File: config.mk
export PLATFORM = sky130hd
export DESIGN_NAME = stream_fifo_pkt
export DESIGN_NICKNAME = d
export VERILOG_FILES = /design/src/rtl/stream_fifo_mem.sv /design/src/rtl/stream_fifo_pkt.sv
export SDC_FILE = /design/constraint.sdc
export NUM_CORES = 2
export LEC_CHECK = 0
export ABC_AREA = 1
export BUFFER_PORTS_ARGS = -buffer_cell sky130_fd_sc_hd__buf_4
export CORE_MARGIN = 2
export CORE_UTILIZATION = 30
export DETAILED_ROUTE_END_ITERATION = 6
export PLACE_DENSITY = 0.56
export SLEW_MARGIN = 20
export SYNTH_ARGS = -nofsm -noshare
export SYNTH_HDL_FRONTEND = slang
export SYNTH_HIERARCHICAL = 1
export SYNTH_SLANG_ARGS = --single-unit
File: constraint.sdc
create_clock -name clk -period 2.55 [get_ports clk]
set_clock_uncertainty 0.1 [all_clocks]
set_input_delay 0.51 -clock clk [delete_from_list [all_inputs] [get_ports clk]]
set_output_delay 0.51 -clock clk [all_outputs]
set_load 0.005 [all_outputs]
File: src/rtl/stream_fifo_mem.sv
// Storage array for stream_fifo_pkt: DEPTH x W words, synchronous write, asynchronous read.
module stream_fifo_mem #(
    parameter int AW = 8,
    parameter int W  = 9
) (
    input  logic          clk,
    input  logic          we,
    input  logic [AW-1:0] waddr,
    input  logic [W-1:0]  wdata,
    input  logic [AW-1:0] raddr,
    output logic [W-1:0]  rdata
);

    logic [W-1:0] mem [2**AW];

    always_ff @(posedge clk) begin
        if (we) mem[waddr] <= wdata;
    end

    assign rdata = mem[raddr];

endmodule

File: src/rtl/stream_fifo_pkt.sv
// AXI4-stream FWFT FIFO with level/packet counts and optional store-and-forward.
// Build macro STREAM_FIFO_PKT_DROP_EN (PKT_MODE=1 only) drops packets that overflow instead of backpressuring.
module stream_fifo_pkt #(
    parameter int AW       = 8,
    parameter int DW       = 8,
    parameter int PKT_MODE = 1
) (
    input  logic          clk,
    input  logic          resetn,
    input  logic [DW-1:0] s_data,
    input  logic          s_valid,
    input  logic          s_last,
    output logic          s_ready,
    output logic [DW-1:0] m_data,
    output logic          m_last,
    output logic          m_valid,
    input  logic          m_ready,
    output logic [AW:0]   level,
    output logic [AW:0]   pkt_count,
    output logic          empty,
    output logic          full,
    output logic [15:0]   drop_cnt
);

    localparam int DEPTH = 2**AW;
    localparam logic [AW:0] DEPTH_L = (AW+1)'(DEPTH);
    localparam logic [AW:0] ONE     = (AW+1)'(1);
`ifdef STREAM_FIFO_PKT_DROP_EN
    localparam bit DROP_EN = (PKT_MODE != 0);
`else
    localparam bit DROP_EN = 1'b0;
`endif

    logic [AW-1:0] rd_ptr, wr_ptr, commit_ptr;
    logic [AW:0]   uncommit_cnt, level_nxt, pkt_nxt;
    logic          jumbo, discard;
    logic          wr_fire, rd_fire, overflow;
    logic [DW:0]   rd_word;

    stream_fifo_mem #(.AW(AW), .W(DW+1)) u_mem (
        .clk   (clk),
        .we    (wr_fire),
        .waddr (wr_ptr),
        .wdata ({s_last, s_data}),
        .raddr (rd_ptr),
        .rdata (rd_word)
    );

    assign full     = (level == DEPTH_L);
    assign empty    = (level == '0);
    assign s_ready  = DROP_EN ? 1'b1 : !full;
    assign m_valid  = (PKT_MODE == 0) ? !empty : ((pkt_count != '0 || jumbo) && !empty);
    assign m_data   = rd_word[DW-1:0];
    assign m_last   = m_valid & rd_word[DW];
    assign wr_fire  = s_valid && s_ready && !full && !discard;
    assign rd_fire  = m_valid && m_ready;
    assign overflow = DROP_EN && s_valid && full && !discard;

    // An overflow rewinds the uncommitted beats out of the level as well.
    always_comb begin
        level_nxt = level;
        pkt_nxt   = pkt_count;
        if (overflow) level_nxt = level_nxt - uncommit_cnt;
        if (wr_fire)  level_nxt = level_nxt + ONE;
        if (rd_fire)  level_nxt = level_nxt - ONE;
        if (wr_fire && s_last) pkt_nxt = pkt_nxt + ONE;
        if (rd_fire && m_last) pkt_nxt = pkt_nxt - ONE;
    end

    always_ff @(posedge clk) begin
        if (!resetn) begin
            rd_ptr       <= '0;
            wr_ptr       <= '0;
            commit_ptr   <= '0;
            uncommit_cnt <= '0;
            level        <= '0;
            pkt_count    <= '0;
            jumbo        <= 1'b0;
            discard      <= 1'b0;
        end else begin
            level     <= level_nxt;
            pkt_count <= pkt_nxt;
            if (rd_fire) rd_ptr <= rd_ptr + 1'b1;
            if (overflow) begin
                wr_ptr       <= commit_ptr;
                uncommit_cnt <= '0;
                discard      <= !s_last;
            end else begin
                if (wr_fire) begin
                    wr_ptr <= wr_ptr + 1'b1;
                    if (s_last) begin
                        commit_ptr   <= wr_ptr + 1'b1;
                        uncommit_cnt <= '0;
                    end else begin
                        uncommit_cnt <= uncommit_cnt + ONE;
                    end
                end
                if (discard && s_valid && s_last) discard <= 1'b0;
            end
            // A packet larger than the FIFO would never commit; stream it through instead.
            if (!DROP_EN && PKT_MODE != 0 && full && pkt_count == '0)
                jumbo <= 1'b1;
            else if (rd_fire && m_last)
                jumbo <= 1'b0;
        end
    end

`ifdef STREAM_FIFO_PKT_DROP_EN
    logic [15:0] drop_cnt_q;

    always_ff @(posedge clk) begin
        if (!resetn)
            drop_cnt_q <= '0;
        else if (overflow && drop_cnt_q != 16'hFFFF)
            drop_cnt_q <= drop_cnt_q + 16'd1;
    end

    assign drop_cnt = DROP_EN ? drop_cnt_q : 16'd0;
`else
    assign drop_cnt = 16'd0;
`endif

endmodule

; ---- Word-level counts from Yosys, hierarchy flattened
; Memory sizes are Yosys's and may differ from the RTL's. A register that Yosys moved wholly into a read port is not among the register bits.
; Index checks and enable logic that the tools add are counted.
[totals]
ff_bits = 35
ramBits = 2304
input_bits = 13
output_inout_bits = 47
wordCells = 38
memories = 1
[classes]
n_addsub = 6
n_eq_ne = 1
muxes = 10
n_bitwise = 1
reduce_logical = 14
[mem_list]
columns = name, depth, word_bits, rd, rd_clocked_by_memory_dff, wr, line_no
row1 = u_mem.mem, 256, 9, 1, 1, 1, stream_fifo_mem.sv:14  ; logic [W-1:0] mem [2**AW];
[ops]
columns = op, count
row1 = two-way mux 9 bit, 4
row2 = adder 9 x 1 -> 9 bit (second input constant), 2
row3 = zero test 9 bit, 2
row4 = subtractor 9 x 1 -> 9 bit (second input constant), 2
row5 = adder 8 x 1 -> 8 bit (second input constant), 2
row6 = two-way mux 8 bit, 2
row7 = == test 9 bit (second input constant), 1
row8 = nonzero test 9 bit, 1
row9 = logical AND 1 bit, 7
row10 = two-way mux 1 bit, 4
row11 = zero test 1 bit, 2
row12 = nonzero test 2 bit, 1
row13 = AND 1 bit, 1
row14 = logical OR 1 bit, 1

; ---- Depth between registers and ports, before layout
[logic_depth]
depth_word = 8
ltp_mapped = 23
ltp_nobuf = 19

; ---- Hierarchy
; The synthesis kept the hierarchy.
[by_module_without_submodules]
columns = module, instances, cells_per_inst, area_per_inst_um2
row1 = stream_fifo_mem, 1, 7817, 93339.5
row2 = stream_fifo_pkt, 1, 352, 2585.0

; ---- Worst setup path after synthesis
; OpenSTA, ideal clock, no wires.
[synth_timing]
path_type = register -> register
from = register level[0]
to = memory u_mem.mem[162][0] (enable)
setup_time_ps = 374
arrival_ps = 2324
setup_slack_ps = -248
path_stages_with_launch = 13
path_buffers = 3
period_less_slack_ps = 2798
path_cell_list = dfxtp_1 > inv_1 > ha_1 > inv_1 > nor2_4 > nand3_4 > nand2_4 > inv_2 > buf_6 > clkbuf_1 > nand3_1 > clkbuf_1 > nor2_1
[synth_via]
elab_chain_cells = 6
[synth_lines]
columns = element, line_no
row1 = from (decl), stream_fifo_pkt.sv:18  ; output logic [AW:0] level,
row2 = from (signal assigned), stream_fifo_pkt.sv:81  ; level <= level_nxt;
row3 = == test 9 bit *, stream_fifo_pkt.sv:49  ; assign full = (level == DEPTH_L);
row4 = zero test 1 bit *, "stream_fifo_pkt.sv:51, stream_fifo_pkt.sv:55"
row5 = logical AND 1 bit, stream_fifo_pkt.sv:55  ; assign wr_fire = s_valid && s_ready && !full && !discard;
row6 = logical AND 1 bit *, stream_fifo_pkt.sv:55
row7 = net wr_fire, stream_fifo_pkt.sv:37  ; logic wr_fire, rd_fire, overflow;
row8 = two-way mux 1 bit *, stream_fifo_mem.sv:17  ; if (we) mem[waddr] <= wdata;
row9 = two-way mux 1 bit (implied by the code) *, stream_fifo_mem.sv:17
row10 = to (decl), stream_fifo_mem.sv:14
; Mark *: on every way through the listed nets, which the timed path passes. The rest lies on a longest branch.

==> flow_summary.yaml <==
timing:
  timing.fmax_ghz: 0.245
  worstMarginPinSlew_ns: 0.764
  finalCritPeriodShare_pct: 160
  rsz0062_at_grt: "yes"
  fin_hold_ws_ns: 0.0626
  final-hold-violation-count: 0
  setup_violations: 22
  finalMaxSlewViolations: 0
  finalCriticalPeriod_ns: 4.08
  max_slew_margin_pct: 49.1
  finalWorstSetupSlack_ns: -1.53
clock_network:
  cts_buffers: 237
  cts_tree: "yes"
  clock_latency_ns: 0.88
  clk_pin_slew_worst_paths_ns: 0.06
  cts_root_buf: "clkbuf_16"
  ctsHtreeMaxLevel: 4
  clk_path_buf_depth: 3
  clkSinkCount: 2339
worst_setup_path:
  r2r-start: "rd_ptr[0]"
  arrival_ns: 3.47
  critPathLaunchType: "flop"
  path_class: "flop to output pin"
  rr_endpoint: "pkt_count[8]"
  reg2reg_depth: 24
  crit_end: "m_data[7]"
  crit_path_start: "rd_ptr[0]"
  r2r_slack_ns: -0.87
  critPathMaxFanout: 9
  critPathCaptureType: "output pin"
  cp_data_required_time_ns: 1.94
logic_synthesis:
  yosys_warnings: 6
  synth_cell_types: 43
  synthMuxAreaShare_pct: 0
  synth_top_area_share_pct: 72.1
  synth_edf_count: 2304
  syn_area_per_cell_um2: 11.7
  synth_compound_area_share_pct: 0.275
  synth_ff_type: "edfxtp_1"
  syn_inst: 8169
  synth.largest_area_cell: "edfxtp_1"
  yosys.area_share.adder_pct: 0.104
  synth_top_family_by_area: "simple AND/OR/NAND/NOR gates"
  synth_area_leaders: "edfxtp_1, nand3_1, nand2_1"
  ys_seq_elements: 2339
  seq_area_frac_synth_pct: 72.9
  synthXorXnorAreaFrac_pct: 0.117
  synth-simple-area-share_pct: 23.4
  async_reset_ff_share_pct: 0
  syn-cell-area_um2: 95900
floorplan:
  die_w_um: 569
  coreArea_um2: 318000
  rows: 207
  die_area_um2: 324000
  start_util_pct: 30.2
  ios: 60
  die_h_um: 569
outcome:
  violations: "design-rule violations, negative setup slack"
  status: "complete, but fails checks"
placement:
  hpwl_um: 183000
  place.gp.congestion: 0.910
  placedCellCount: 12600
  port_buffers: 43
grt:
  grt_remaining_overflow: 0
  grt_use_total_pct: 17.8
  grt_antenna_before_repair: 15
  grt_pass1_vias: 64100
  grt_max_degree: 123
  grt_pass1_wl_um: 433000
cells_and_area:
  nNetsFinal: 8832
  instances_no_fill: 13200
  layout_commonest_cell: "nand2_1"
  drive_gt1_share_pct: 18.1
  final_cell_mix: "nand2_1, edfxtp_1, nand3_1"
  area_growth_pct: 23.3
drt:
  vias: 67000
  first_pass_iters: 7
  wl_per_cell_um: 22.7
  viasPerCell: 5.08
  first_iter_violations: 7910
  wirelength_um: 300000
  ant_nets: 0
  drc: 7
flow_run:
  cap_violations: 0
power:
  power_mw: 95.1
  leakage_nw: 41.9
  max-vdd-ir-drop_mv: 0.701
  p_per_area_nw_per_um2: 804
hold_path:
  hp-class: "input pin to flop"
## kinds of logic (layout without fill, tap and decap cells)
family | Yosys count | in the layout
DFF | 2339 | 2339
buffers and inverters | 646 | 1481
other | 1 | 24
xor gates and xnor gates | 12 | 12
and+or+nand+nor | 5117 | 5117
adders and majority gates | 8 | 8
AOI/OAI and AO/OA | 46 | 46
## cell usage after synthesis, types with 4 or more instances
cell type / count
nand2_4: 4
o21ai_2: 4
nor2_4: 11
buf_2: 327
nand2_2: 18
buf_4: 42
o21ai_0: 12
nor2_2: 4
edfxtp_1: 2304
xor2_1: 11
ha_1: 8
nor3_1: 4
nand3_2: 7
dfxtp_1: 35
nor2_1: 318
nand2_1: 2436
buf_1: 55
inv_2: 16
a21oi_1: 22
nand3_1: 2293
clkbuf_1: 117
inv_1: 65
nand4_1: 10
buf_6: 17
## registers in the layout (all words and copies together), names as in the netlist
signal	flops
wr_ptr	8
u_mem/mem	2304
jumbo	1
rd_ptr	8
pkt_count	9
level	9
## per-stage QoR
step           utilization, %  setup TNS (ns)  cell area, um^2  setup slack, ns
2_1_floorplan               -          -83.87            96200           -0.112
3_3_place_gp             33.5          -23.04           106000            -1.31
3_5_place_dp             33.5          -23.52           106000            -1.29
4_1_cts                  36.8          -19.72           117000            -1.52
5_1_grt                  37.2          -23.83           118000            -1.60
6_report                 37.2          -21.44           118000            -1.53
## metal layers
layer  vias up  GRT usage [%]  part of all wire [%]  routed length [um]
met5         -              0                0.0047                  14
li1      30300              -                     -                   -
met4         2           6.52                   3.8               11300
met1     33200           24.5                    41              124000
met2      3020           28.6                    47              140000
met3       517           2.54                   8.1               24400
## report_power, final
part / total [mW] / internal (mW) / switching (mW)
Combinational: 18.4 / 6.85 / 11.5
Clock: 34.3 / 19.2 / 15.1
Sequential: 42.4 / 42.3 / 0.108
Total: 95.1 / 68.3 / 26.7
## timing repair
item                       in CTS  in global routing
pin swaps                      24                 30
hold buffers                   11                  0
gates cloned                   27                 12
setup endpoints to repair     172                339
gates resized for setup       345                172
hold endpoints to repair      167                  0
setup buffers                  56                 14
## layout make-up
cell class                 count  area (um^2)
tap                         4180         5230
clock inverter               161         1570
inverter                      86          415
timing repair buffer         944        10300
clock buffer                 286         6110
sequential                  2339        69900
fill                       30200       200000
antenna                        8         20.0
multi-input combinational   5199        24600
timing repair inverter         4         76.3
## critical path, cell delays in order, from the launching register on
cell	delay, ns
dfxtp_4	0.37
buf_12	0.19
buf_12	0.18
buf_16	0.17
buf_4	0.13
buf_4	0.16
nand2_1	0.06
nand3_1	0.09
nand3_1	0.08
nand3_1	0.18
nand3_2	0.15
nand3_1	0.19
nand3_1	0.11
nand2_2	0.13
nand2_2	0.14
nand2_4	0.13
buf_4	0.12
## how the worst min path moves through the flow
stage          cells past startpoint  slack (ns)  startpoint      endpoint
2_1_floorplan                      1        0.31   rd_ptr[7]     rd_ptr[7]
3_3_place_gp                       2        0.37       jumbo         jumbo
3_5_place_dp                       2        0.38       jumbo         jumbo
4_1_cts                            5        0.01      s_last  pkt_count[0]
5_1_grt                            5        0.06      s_last  pkt_count[0]
6_report                           5        0.06      s_last  pkt_count[0]
Power figures use the tool's default switching activity.
